$ cat src/rtl/i2s_clkgen.sv
// Master-mode I2S bclk/lrclk generator driven by a fractional phase accumulator.
// Define I2S_CLKGEN_SLOT_CFG_EN to add a runtime slot_w port in place of the SLOT_W parameter.
module i2s_clkgen #(
  parameter int unsigned ACC_W  = 24,
  parameter int unsigned SLOT_W = 32
) (
  input  logic             clk,
  input  logic             rst,
  input  logic             enable,
`ifdef I2S_CLKGEN_SLOT_CFG_EN
  input  logic [6:0]       slot_w,
`endif
  input  logic [ACC_W-1:0] inc,
  output logic             bclk,
  output logic             lrclk,
  output logic             bclk_rise,
  output logic             bclk_fall,
  output logic             frame_start,
  output logic             busy
);

  typedef enum logic [1:0] {StIdle, StRun, StDrain} state_e;

  state_e           state_q, state_d;
  logic [ACC_W-1:0] acc_q, acc_d;
  logic [ACC_W:0]   sum;
  logic [6:0]       bit_cnt_q, bit_cnt_d;
  logic [6:0]       slot_cur;
  logic             bclk_q, bclk_d;
  logic             lrclk_q, lrclk_d;
  logic             rise_q, rise_d;
  logic             fall_q, fall_d;
  logic             fs_q, fs_d;
  logic             carry, fall_ev, wrap, term;

`ifdef I2S_CLKGEN_SLOT_CFG_EN
  logic [6:0] slot_q, slot_d, slot_clamped;

  always_comb begin
    if (slot_w < 7'd2) begin
      slot_clamped = 7'd2;
    end else if (slot_w > 7'd64) begin
      slot_clamped = 7'd64;
    end else begin
      slot_clamped = slot_w;
    end
  end

  // Width only changes where a frame begins, so a frame is never split.
  assign slot_d = fs_d ? slot_clamped : slot_q;

  always_ff @(posedge clk) begin
    if (rst) begin
      slot_q <= 7'd2;
    end else begin
      slot_q <= slot_d;
    end
  end

  assign slot_cur = slot_q;
`else
  assign slot_cur = 7'(SLOT_W);
`endif

  assign sum     = {1'b0, acc_q} + {1'b0, inc};
  assign carry   = sum[ACC_W];
  assign fall_ev = (state_q != StIdle) && carry && bclk_q;
  assign wrap    = fall_ev && (bit_cnt_q == slot_cur - 7'd1);
  // The fall that would start a new frame ends a drain instead.
  assign term    = wrap && lrclk_q && (state_q == StDrain) && !enable;

  always_ff @(posedge clk) begin
    if (rst) begin
      state_q <= StIdle;
    end else begin
      state_q <= state_d;
    end
  end

  always_comb begin
    state_d = state_q;
    case (state_q)
      StIdle:  if (enable) state_d = StRun;
      StRun:   if (!enable) state_d = StDrain;
      StDrain: begin
        if (enable) begin
          state_d = StRun;
        end else if (term) begin
          state_d = StIdle;
        end
      end
      default: state_d = StIdle;
    endcase
  end

  always_comb begin
    acc_d     = acc_q;
    bit_cnt_d = bit_cnt_q;
    bclk_d    = bclk_q;
    lrclk_d   = lrclk_q;
    rise_d    = 1'b0;
    fall_d    = 1'b0;
    fs_d      = 1'b0;
    busy      = (state_q != StIdle);
    if (state_q == StIdle) begin
      acc_d     = '0;
      bit_cnt_d = '0;
      bclk_d    = 1'b0;
      lrclk_d   = 1'b0;
      fs_d      = enable;
    end else if (term) begin
      acc_d     = '0;
      bit_cnt_d = '0;
      bclk_d    = 1'b0;
      lrclk_d   = 1'b0;
    end else begin
      acc_d = sum[ACC_W-1:0];
      if (carry) begin
        bclk_d = ~bclk_q;
        rise_d = ~bclk_q;
        fall_d = bclk_q;
      end
      if (fall_ev) begin
        if (wrap) begin
          bit_cnt_d = '0;
          lrclk_d   = ~lrclk_q;
          fs_d      = lrclk_q;
        end else begin
          bit_cnt_d = bit_cnt_q + 7'd1;
        end
      end
    end
  end

  always_ff @(posedge clk) begin
    if (rst) begin
      acc_q     <= '0;
      bit_cnt_q <= '0;
      bclk_q    <= 1'b0;
      lrclk_q   <= 1'b0;
      rise_q    <= 1'b0;
      fall_q    <= 1'b0;
      fs_q      <= 1'b0;
    end else begin
      acc_q     <= acc_d;
      bit_cnt_q <= bit_cnt_d;
      bclk_q    <= bclk_d;
      lrclk_q   <= lrclk_d;
      rise_q    <= rise_d;
      fall_q    <= fall_d;
      fs_q      <= fs_d;
    end
  end

  assign bclk        = bclk_q;
  assign lrclk       = lrclk_q;
  assign bclk_rise   = rise_q;
  assign bclk_fall   = fall_q;
  assign frame_start = fs_q;

endmodule

$ cat config.mk
export PLATFORM = sky130hd
export DESIGN_NAME = i2s_clkgen
export DESIGN_NICKNAME = d
export VERILOG_FILES = /design/src/rtl/i2s_clkgen.sv
export SDC_FILE = /design/constraint.sdc
export NUM_CORES = 1
export LEC_CHECK = 0
export BUFFER_PORTS_ARGS = -buffer_cell sky130_fd_sc_hd__buf_2
export CORE_UTILIZATION = 48
export CTS_BUF_LIST = sky130_fd_sc_hd__clkbuf_4
export DETAILED_ROUTE_END_ITERATION = 7
export HOLD_SLACK_MARGIN = 0.06
export PLACE_DENSITY = 0.68
export SLEW_MARGIN = 10
export SYNTH_ARGS = -nofsm -noshare
export SYNTH_HDL_FRONTEND = slang
export SYNTH_SLANG_ARGS = --single-unit
$ cat constraint.sdc
create_clock -name clk -period 4.4 [get_ports clk]
set_input_delay 0.44 -clock clk [delete_from_list [all_inputs] [get_ports clk]]
set_output_delay 0.44 -clock clk [all_outputs]
set_load 0.005 [all_outputs]
# After elaboration in Yosys (flattened, before gate mapping)
# Cells that the tools add are included.
# Widths: inputs -> output; s select.
# totals
out_inout_bits	6
input_bits	27
reg_bits	38
# op_classes
mux	10
addsub	2
n_eq_ne	6
n_bitwise	3
n_reduce_logical	13
# op_table
operator	count
$add 24x24->25	1
$mux 2	4
$add 7x1->7 const B	1
$eq 7x5->1 const B	1
$mux 7	1
$logic_and 1x1->1	6
$pmux 2 s3	1
$mux 1	4
$ne 2x2->1 const B	2
$reduce_or 4->1	1
$ne 3x3->1 const B	1
$not 1->1	3
$reduce_and 3->1	1
$reduce_or 3->1	1
$eq 2x1->1 const B	1
$eq 2x2->1 const B	1
$logic_not 2->1	1
$reduce_and 2->1	1
$reduce_bool 2->1	1
$logic_not 1->1	1

# Logic depth before layout (Yosys ltp)
# depth
ltp_word	10
depth_mapped	11
mapped_depth_nobuf	9

# Worst setup path after synthesis
# No wires, ideal clock.
# synth_path
path_kind	input to register
startpoint	input inc[0]
endpoint	register bit_cnt_q[2]
cell_stages	11
slack_ns	1.890
n_path_buf	2
t_required_ns	4.336
arrival_time_ns	2.446
cell_sequence	ha_1 > fa_1 > a211oi_1 > nor3_2 > o2111ai_2 > a21oi_4 > o21ai_2 > o21bai_1 > buf_6 > buf_6 > nor2_1
# synth_via
elab_chain_len	8
# synth_lines
element	line_no	source
from (decl)	13	input logic [ACC_W-1:0] inc,
$add 24x24->25 (*)	65	assign sum = {1'b0, acc_q} + {1'b0, inc};
$logic_and 1x1->1 (*) (2 in series)	67	assign fall_ev = (state_q != StIdle) && carry && bclk_q;
$logic_and 1x1->1	68	assign wrap = fall_ev && (bit_cnt_q == slot_cur - 7'd1);
$logic_and 1x1->1 (3 in series)	70	assign term = wrap && lrclk_q && (state_q == StDrain) && !enable;
$reduce_or 3->1 (no source line)	n/a	
to (signal assigned)	146	bit_cnt_q <= bit_cnt_d;
to (decl)	27	logic [6:0] bit_cnt_q, bit_cnt_d;
# Mark *: on every way between the ends. The rest lies on a longest branch, timed or not.
# A chain may end at the register's enable or synchronous reset.

# Worst setup path after layout
# layout_path
startpoint	register acc_q[11]
endpoint	register acc_q[13]
# layout_via
elab_chain_len	8
# layout_lines
element	line_no	source
from (decl)	25	logic [ACC_W-1:0] acc_q, acc_d;
from (signal assigned)	137	acc_q <= '0;
from (signal assigned)	145	acc_q <= acc_d;
$add 24x24->25 (*)	65	
$logic_and 1x1->1 (2 in series)	67	
$logic_and 1x1->1	68	
$logic_and 1x1->1 (3 in series)	70	
$reduce_or 3->1 (no source line)	n/a	
# Marks and branches as above.

==> flow_summary.json <==
{
  "status": "finished clean",
  "rsz0062_at_grt": "false",
  "die_area_sq_um": 5500,
  "syn2layout_area_growth_pct": 12.0,
  "synth_enable_flop_cells": 0,
  "via_count_of_the_first_global_routing_pass": 2064,
  "drt_first_pass_iters": 4,
  "cts_hold_buffers": 0,
  "ys_seq_area_share_pct": 30.5,
  "tns_ns": 0,
  "route.detailed.vias_per_inst": 5.49,
  "cts.sinks": 38,
  "critical_path.most_common_cell": "sky130_fd_sc_hd__nor3_1",
  "startpoint_type": "flip-flop",
  "detail-route-antenna-nets": 0,
  "pin_count": 33,
  "min_period_ns": 2.90,
  "ys_seq_elements": 38,
  "power_density_relative_to_cell_area_nw_per_um2": 301,
  "cts.clk_slew.worst_paths_ns": 0.12,
  "grt_overflow_total": 0,
  "initial_antenna_violation_count": 0,
  "synth.yosys.warnings": 0,
  "post_route_cells_drive_above_1_share_pct": 18.2,
  "cts_max_level": 2,
  "worst_clock_skew_ns": 0.00774,
  "dpl.hpwl_um": 3740,
  "cts-root-to-sink-buffers": 2,
  "grt_pass1_wl_um": 8820,
  "critPathArrivalTime_ns": 3.15,
  "power.static_leakage_uw": 0.00115,
  "cts_root_buffer": "sky130_fd_sc_hd__clkbuf_4",
  "cts-resized-gates": 0,
  "post_cts.repair.setup_buffers": 0,
  "totalWireLength_um": 4930,
  "post-synth-top-area-fraction_pct": 30.5,
  "finalCoreUtilization_pct": 57.7,
  "die_width_um": 74.1,
  "critical_path.top_delay_family": "compound AO/OA/AOI/OAI gates",
  "design.final.nets": 376,
  "layout_worst_path_cycle_share_pct": 65.8,
  "post_synth_most_frequent_cells": "41 x sky130_fd_sc_hd__nor2_1, 38 x sky130_fd_sc_hd__dfxtp_1, 25 x sky130_fd_sc_hd__a21oi_1, 25 x sky130_fd_sc_hd__ha_1, 16 x sky130_fd_sc_hd__o21ai_0",
  "grt.total_usage_pct": 20.6,
  "synth_top_cells_by_area": "sky130_fd_sc_hd__dfxtp_1 30%, sky130_fd_sc_hd__ha_1 13%, sky130_fd_sc_hd__nor2_1 6.2%, sky130_fd_sc_hd__xor2_1 5.3%, sky130_fd_sc_hd__a21oi_1 5.0%",
  "synthMostInstantiatedCell": "sky130_fd_sc_hd__nor2_1",
  "path_max_fanout": 15,
  "floorplan.die.height_um": 74.1,
  "share_of_flip_flops_with_an_asynchronous_set_or_reset_pct": 0,
  "drt_drc_violations_left": 0,
  "fmax_mhz": 345,
  "cts-buffers-inserted": 5,
  "tritoncts_clock_tree": "built",
  "fp.coreArea_sq_um": 4850,
  "vias": 2147,
  "initial_core_util_pct": 51.5,
  "setup_viol_count_final": 0,
  "drv_cap": 0,
  "report.final.hold_viol_count": 0,
  "post_synthesis_cell_count": 291,
  "sequence_of_cells_on_the_critical_path": "ha_1 -> nand2_1 -> nor3_1 -> o2111ai_2 -> a21oi_4 -> o21ai_2 -> o21bai_2 -> buf_4 -> nor3_1",
  "synth_largest_area_cell": "sky130_fd_sc_hd__dfxtp_1",
  "count_of_input_and_output_buffers": 32,
  "tightest_slew_ns": 0.655,
  "detail_route.iter0.violations": 96,
  "mappedNetlistNets": 344,
  "timing.final.max_slew_violations": 0,
  "floorplan.rows": 25,
  "clkLatencyLatePin_ns": 0.36,
  "cpPeakStageDelay_ns": 0.57,
  "min-delay-path-class": "in -> reg",
  "globalplace.congestion": 0.803,
  "max_slew_headroom_at_the_worst_pin_pct": 55.2,
  "worstSetupPathType": "reg -> reg",
  "synth.avg_cell_area_sq_um": 8.58,
  "critPathRequiredTime_ns": 4.66,
  "setup_crit_end_kind": "flip-flop",
  "grt_max_degree": 16,
  "slowest_stage": "sky130_fd_sc_hd__o21bai_2",
  "netlist-cell-type-count": 51,
  "worst_case_vdd_ir_drop_mv": 0.183,
  "synth-main-ff-cell": "sky130_fd_sc_hd__dfxtp_1",
  "post_synth_instance_area_sq_um": 2500,
  "antennaDiodeCount": 0,
  "path_buf_inv": 1,
  "wl_per_cell_um": 12.6
}
==> flip-flops by register name, summed over array words and instances (netlist names) <==
register	count
state_q	2
frame_start	1
bclk	1
acc_q	24
bit_cnt_q	7
lrclk	1
bclk_rise	1
bclk_fall	1
==> final cells by class <==
type / instances / area, sq um
multi-input combinational: 235 / 1640
sequential: 38 / 761
clock inverter: 3 / 68.8
fill: 473 / 2050
inverter: 9 / 33.8
tap: 67 / 83.8
clock buffer: 5 / 37.5
timing repair buffer: 34 / 175
==> cell usage in the layout, fill, tap and decap left out, types with 5 or more instances in the layout <==
cell type                  instances
sky130_fd_sc_hd__nor3_1           11
sky130_fd_sc_hd__nand3_1           7
sky130_fd_sc_hd__nor2_1           41
sky130_fd_sc_hd__dfxtp_1          38
sky130_fd_sc_hd__a21oi_1          25
sky130_fd_sc_hd__o21ai_0          16
sky130_fd_sc_hd__nand2_1          13
sky130_fd_sc_hd__clkbuf_4          5
sky130_fd_sc_hd__inv_1             9
sky130_fd_sc_hd__xor2_1           15
sky130_fd_sc_hd__ha_1             25
sky130_fd_sc_hd__nand2b_1          5
sky130_fd_sc_hd__a211oi_1          6
sky130_fd_sc_hd__nor2b_1           5
sky130_fd_sc_hd__o21a_1            5
sky130_fd_sc_hd__buf_2            32
==> cells by family (layout without fill, tap and decap cells) <==
kind of cell / count (synthesis) / after routing / synth area share (%)
flops: 38 / 38 / 30.5
simple gates: 99 / 99 / 19.1
buf+inv: 18 / 51 / 4.11
xor+xnor: 19 / 19 / 6.66
compound gates: 88 / 88 / 25.2
fa+ha+maj: 26 / 26 / 13.3
mux: 3 / 3 / 1.20
==> metrics by stage <==
step,total power [uW],area [sq um],instances,setup WS [ns],hold WS (ns)
after global placement,541,2690,383,1.30,0.452
final,843,2800,391,1.50,0.271
after detailed placement,544,2690,383,1.20,0.475
after floorplan,507,2500,291,1.89,0.431
after global routing,891,2800,391,1.20,0.245
after CTS,852,2800,391,1.46,0.258
==> per-layer routing <==
metal,GRT usage [%],vias to the layer above,share of wire [%]
met5,0,-,0
met2,33.7,31,45
met4,7.26,0,1.6
met1,26.5,979,49
li1,-,1130,-
met3,4.88,7,3.8
==> path summary, 6_finish.rpt <==
kind / start / to / slack, ns / depth (start not counted)
worst max register to register: acc_q[11]$_SDFF_PP0_ / acc_q[13]$_SDFF_PP0_ / 1.50 / 9
worst min-delay path: enable / state_q[1]$_SDFFE_PP0P_ / 0.27 / 2
worst max-delay path: acc_q[11]$_SDFF_PP0_ / acc_q[13]$_SDFF_PP0_ / 1.50 / 9
worst min register to register: bit_cnt_q[6]$_SDFFE_PP0P_ / bit_cnt_q[6]$_SDFFE_PP0P_ / 0.49 / 2
==> power breakdown <==
group | leakage, uW | internal (uW) | switching, uW | total [uW]
Clock | 0.0000554 | 178 | 127 | 305
Combinational | 0.000786 | 74.3 | 102 | 177
Sequential | 0.000309 | 357 | 4.78 | 362
Total | 0.00115 | 609 | 234 | 843
==> worst reg2reg max path: cells and delay by family (launching register included) <==
family | cells | cell delay [ns]
simple gates | 3 | 0.46
buf+inv | 1 | 0.34
fa+ha+maj | 1 | 0.46
flops | 1 | 0.33
compound gates | 4 | 1.20
Power figures use the tool's default switching activity.
